`src/rtl/vec_packer_pkg.sv`:
```
// rtl/vec_packer_pkg.sv - shared constants and helpers for the vector packer and product tree
package vec_packer_pkg;

  // IEEE-754 double 1.0, the multiplicative identity used for lane padding
  localparam logic [63:0] FP64_ONE = 64'h3FF0000000000000;

  // Width of the completed-packet counter
  localparam int PKT_CNT_W = 16;

  // Ceiling log2; clog2(1) = 0
  function automatic int clog2(input int value);
    int r;
    r = 0;
    for (int v = value - 1; v > 0; v = v >> 1) begin
      r = r + 1;
    end
    return r;
  endfunction

endpackage

```
`src/rtl/vec_packer.sv`:
```
// rtl/vec_packer.sv - packs a tlast-delimited double stream into NUM-lane vectors with 1.0 padding
module vec_packer
  import vec_packer_pkg::*;
#(
  parameter int                    NUM        = 8,
  parameter int                    DATA_WIDTH = 64,
  parameter logic [DATA_WIDTH-1:0] PAD_VALUE  = DATA_WIDTH'(FP64_ONE)
) (
  input  logic                        clk,
  input  logic                        rst_n,
  input  logic                        s_axis_tvalid,
  output logic                        s_axis_tready,
  input  logic [DATA_WIDTH-1:0]       s_axis_tdata,
  input  logic                        s_axis_tlast,
  output logic [NUM*DATA_WIDTH-1:0]   dout,
  output logic [NUM-1:0]              dout_tvalid,
  output logic                        dout_last,
  output logic [clog2(NUM+1)-1:0]     dout_pad_cnt,
  output logic [PKT_CNT_W-1:0]        pkt_cnt
);

  localparam int LANE_W = clog2(NUM);
  localparam int PAD_W  = clog2(NUM + 1);

  logic [LANE_W-1:0]         lane_idx;
  logic [DATA_WIDTH-1:0]     fill_q [NUM-1];
  logic                      accept;
  logic                      complete;
  logic [NUM*DATA_WIDTH-1:0] vec_d;

  assign accept   = s_axis_tvalid && s_axis_tready;
  assign complete = accept && ((lane_idx == LANE_W'(NUM - 1)) || s_axis_tlast);

  // Next vector: stored lanes below the current index, the live beat at it, padding above.
  // The top lane is never stored because a beat landing there always completes the vector.
  for (genvar k = 0; k < NUM; k++) begin : g_lane
    if (k < NUM - 1) begin : g_stored
      assign vec_d[k*DATA_WIDTH +: DATA_WIDTH] =
        (LANE_W'(k) < lane_idx)  ? fill_q[k]    :
        (LANE_W'(k) == lane_idx) ? s_axis_tdata : PAD_VALUE;
    end else begin : g_top
      assign vec_d[k*DATA_WIDTH +: DATA_WIDTH] =
        (LANE_W'(k) == lane_idx) ? s_axis_tdata : PAD_VALUE;
    end
  end

  // Fill register: capture each accepted beat into its lane
  always_ff @(posedge clk or negedge rst_n) begin
    if (!rst_n) begin
      for (int k = 0; k < NUM - 1; k++) begin
        fill_q[k] <= '0;
      end
    end else begin
      for (int k = 0; k < NUM - 1; k++) begin
        if (accept && (lane_idx == LANE_W'(k))) begin
          fill_q[k] <= s_axis_tdata;
        end
      end
    end
  end

  // Lane index and ready: ready rises one edge after reset release and never drops
  always_ff @(posedge clk or negedge rst_n) begin
    if (!rst_n) begin
      lane_idx      <= '0;
      s_axis_tready <= 1'b0;
    end else begin
      s_axis_tready <= 1'b1;
      if (complete) begin
        lane_idx <= '0;
      end else if (accept) begin
        lane_idx <= lane_idx + LANE_W'(1);
      end
    end
  end

  // Output register: loads on a completing beat, valid pulses for one cycle, data holds otherwise
  always_ff @(posedge clk or negedge rst_n) begin
    if (!rst_n) begin
      dout         <= '0;
      dout_tvalid  <= '0;
      dout_last    <= 1'b0;
      dout_pad_cnt <= '0;
      pkt_cnt      <= '0;
    end else begin
      dout_tvalid <= '0;
      if (complete) begin
        dout         <= vec_d;
        dout_tvalid  <= '1;
        dout_last    <= s_axis_tlast;
        dout_pad_cnt <= PAD_W'(NUM - 1) - PAD_W'(lane_idx);
        if (s_axis_tlast) begin
          pkt_cnt <= pkt_cnt + PKT_CNT_W'(1);
        end
      end
    end
  end

endmodule
```
`config.mk`:
```
export PLATFORM = sky130hd
export DESIGN_NAME = vec_packer
export DESIGN_NICKNAME = d
export VERILOG_FILES = /design/src/rtl/vec_packer_pkg.sv /design/src/rtl/vec_packer.sv
export SDC_FILE = /design/constraint.sdc
export NUM_CORES = 2
export LEC_CHECK = 0
export ABC_AREA = 1
export BUFFER_PORTS_ARGS = -buffer_cell sky130_fd_sc_hd__buf_2
export CAP_MARGIN = 20
export CORE_MARGIN = 2
export CORE_UTILIZATION = 30
export DETAILED_ROUTE_END_ITERATION = 12
export RECOVER_POWER = 25
export SYNTH_ARGS = -nofsm -noshare
export SYNTH_HDL_FRONTEND = slang
export SYNTH_SLANG_ARGS = --single-unit
export TNS_END_PERCENT = 50
```
`constraint.sdc`:
```
create_clock -name clk -period 5.6 [get_ports clk]
set_input_delay 0.28 -clock clk [delete_from_list [all_inputs] [get_ports clk]]
set_output_delay 0.28 -clock clk [all_outputs]
set_load 0.005 [all_outputs]
```
==> flow_summary.ini <==
[cts]
cts-htree-levels = 3
cts_buffer_depth = 3
clkLatencyLatePin_ns = 0.74
cts_tree = built
cts_buffers = 107
cts_resized = 0
clock_tree.root_cell = clkbuf_16
clk_transition_reported_paths_ns = 0.06
cts.sinks = 985

[logic_synthesis]
yosys.area_share.simple = 0.1694
synth_nets = 4514
synth-xor-area-share = 0.002164
ys_types = 32
synth-seq-cells = 985
yosys_warnings = 0
synth_top_area_share = 0.6090
synth_mux_area_frac = 0.01502
synth_top_family_by_area = simple AND/OR/NAND/NOR gates
netlist_top_cells_area = dfrtp_1 61%, nand2_1 11%, o21ai_0 6.6%
syn-cell-area_um2 = 40470
synth_fa_ha_area_frac = 0.001546
syn_avg_cell_area_um2 = 9.114
synth-seq-area-share = 0.6090
yosysTopAreaCell = dfrtp_1
synth_compound_area_frac = 0.1427
syn_inst = 4441

[global_routing]
overflow = 0
grt_pass1_vias = 33010
grt_max_degree = 183
grt_pass1_wl_um = 227900
grt.total_usage = 0.2197
antenna_found_initial = 1

[hold_path]
hold_path.class = primary input to register
hold_path_depth = 4
hp-start = s_axis_tdata[42]
min_to = dout[106]

[status]
violations = capacitance limit, slew limit
outcome = complete, but fails checks

[timing]
setup_viol = 0
period_minus_slack_ns = 3.480
slew-limit-headroom = -0.8986
fmax_mhz = 287.4
slew_violations = 107
grt_setup_unrepaired = no
hold_violations = 0
setup_tns_ns = 0
fin_crit_sh = 0.6214
whs_ns = 0.4684
worst_pin_slew_ns = 2.848
finClkSkew_ns = 0.03039

[worst_setup_path]
crit_buf_inv = 3
arrival_ns = 4.04
cp_top_family = buffers and inverters
cpMaxStageDelayCell = clkbuf_2
reg2reg_slack_ns = 2.15
start_kind = primary input
reg2reg_from = lane_idx[1]
path_cells = dlygate4sd3_1 -> clkbuf_2 -> clkbuf_1
worstSetupPathType = primary input to async pin
end_kind = async pin
required_ns = 6.16
critical_path.max_stage_delay_ns = 1.95
worst-r2r-cell-count = 9
crit_path_max_fanout = 85
r2r_end = dout[161]

[placement]
port_buffers = 608
gp_congestion = 0.8277
dp_hpwl_um = 95800

[power_and_ir_drop]
p_leak_nw = 23.31
power_density_nw_per_um2 = 553.9
ir_drop_uv = 344.3

[job]
maxCapViolations = 2

[drt]
drt_pre_antenna_iters = 5
postRouteAntennaNets = 0
vias = 34600
drc = 0
drt_iter0_drc = 3274
wl_um = 154600
viasPerCell = 5.126
routedWlPerCell_um = 22.91

[cells_and_area]
final_nets = 4971
n_fill_cell = 13600
post_route_cells_drive_above_1_share = 0.1636
layout-area-overhead-vs-synth_pct = 20.82
final_core_util = 0.3659
antenna_cells = 0

[die]
dieWidth_um = 371.3
rows = 134
die_h_um = 371.3
start_util = 0.3029
num_io_pins = 610
core_um2 = 133600
die-area_um2 = 137900
## metal layers
metal  share of wire  GRT usage  vias up
met1            0.43     0.3010    17360
met2            0.46     0.3456     1452
met5               0          0        -
li1                -          -    15570
met3           0.081    0.04889      223
met4           0.026    0.06805        0
## worst min-delay path, delay by kind of cell
| family | cells | cell delay, ns |
|---|---|---|
| AO/OA/AOI/OAI | 1 | 0.06 |
| buffers and inverters | 2 | 0.72 |
| AND/OR/NAND/NOR | 1 | 0.08 |
## area by class of cell
cell class	instances	area, um2	share of cell area
Clock buffer	149	3015	0.06167
Clock inverter	45	574.3	0.01174
Inverter	200	763.2	0.01561
Multi-Input combinational cell	2878	13560	0.2772
Sequential cell	985	24650	0.5041
Tap cell	1768	2212	0.04524
Timing Repair Buffer	726	4130	0.08446
## logic make-up (layout without fill, tap and decap cells)
| kind of cell | count (synthesis) | after routing |
|---|---|---|
| multiplexers | 54 | 54 |
| AND/OR/NAND/NOR | 1707 | 1707 |
| flip-flops | 985 | 985 |
| buffers and inverters | 578 | 1120 |
| other | 2 | 2 |
| adder cells (fa/ha/maj) | 5 | 5 |
| XOR/XNOR | 10 | 10 |
| AO/OA/AOI/OAI | 1100 | 1100 |
## registers in the layout, summed over array words and instances, names as in the netlist
signal / cells
dout_pad_cnt: 3
pkt_cnt: 16
lane_idx: 3
dout_last: 1
s_axis_tready: 1
dout: 512
fill_q: 448
dout_tvalid: 1
## cell usage in the layout (no fill, tap or decap), drive strengths merged, types with 10 or more instances in the layout
master       instances
a21oi              296
bufinv              10
o21ai              612
mux2                54
nor2               288
o221ai              10
dfrtp              985
dlygate4sd3         68
a31oi               69
nand4               61
nand2             1160
inv                198
nand3              190
buf                560
clkinv              32
o22ai              108
clkbuf             247
## where the power goes
| part | leakage [nW] | internal, W | switching [W] |
|---|---|---|---|
| clock network | 1.76 | 0.00423 | 0.00308 |
| logic | 9.31 | 0.00279 | 0.00496 |
| registers | 12.2 | 0.0102 | 0.00188 |
| total | 23.3 | 0.0172 | 0.00992 |
## worst max path at each step
stage	to	from	cells after the start
floorplan	fill_q[10]	lane_idx[0]	7
global placement	dout[61]	lane_idx[2]	5
detailed placement	dout[29]	lane_idx[2]	5
CTS	dout[34]	lane_idx[2]	5
global route	fill_q[420]	rst_n	3
finish	fill_q[420]	rst_n	3
## stage by stage
step                      total power [W]  std cells  instance area (um2)  setup slack [ns]
after floorplan                   0.01560       4441                40470             3.764
after global placement            0.01967       6489                44780             2.264
after detailed placement          0.01987       6489                44780             2.164
after CTS                         0.02732       6751                49050             2.122
after global routing              0.02878       6751                48900             1.505
final                             0.02709       6751                48900             2.120
## synth_stat cells
cell and number:
buf_6 1, mux2_2 54, clkinv_1 6, nand2_2 2
nand3_2 1, o211ai_1 5, xor2_1 4, nor2_2 3
buf_2 97, ha_1 5, o221ai_1 10, nor2_4 3
buf_4 34, xnor2_1 6, inv_2 7, o21ai_0 531
dfrtp_1 985, conb_1 2, nand4_1 61, nor3_1 8
nand2_4 1, o21ai_1 81, clkbuf_2 1, nand3_1 189
nor2_1 282, a31oi_1 69, clkbuf_1 224, o22ai_1 108
inv_1 187, nand2_1 1157, a21oi_1 296, buf_1 21
## repair_timing
item | CTS | global route
setup buffers | 0 | 0
hold buffers | 68 | 0
hold endpoints to repair | 556 | 0
(Power assumes the default switching activity.)
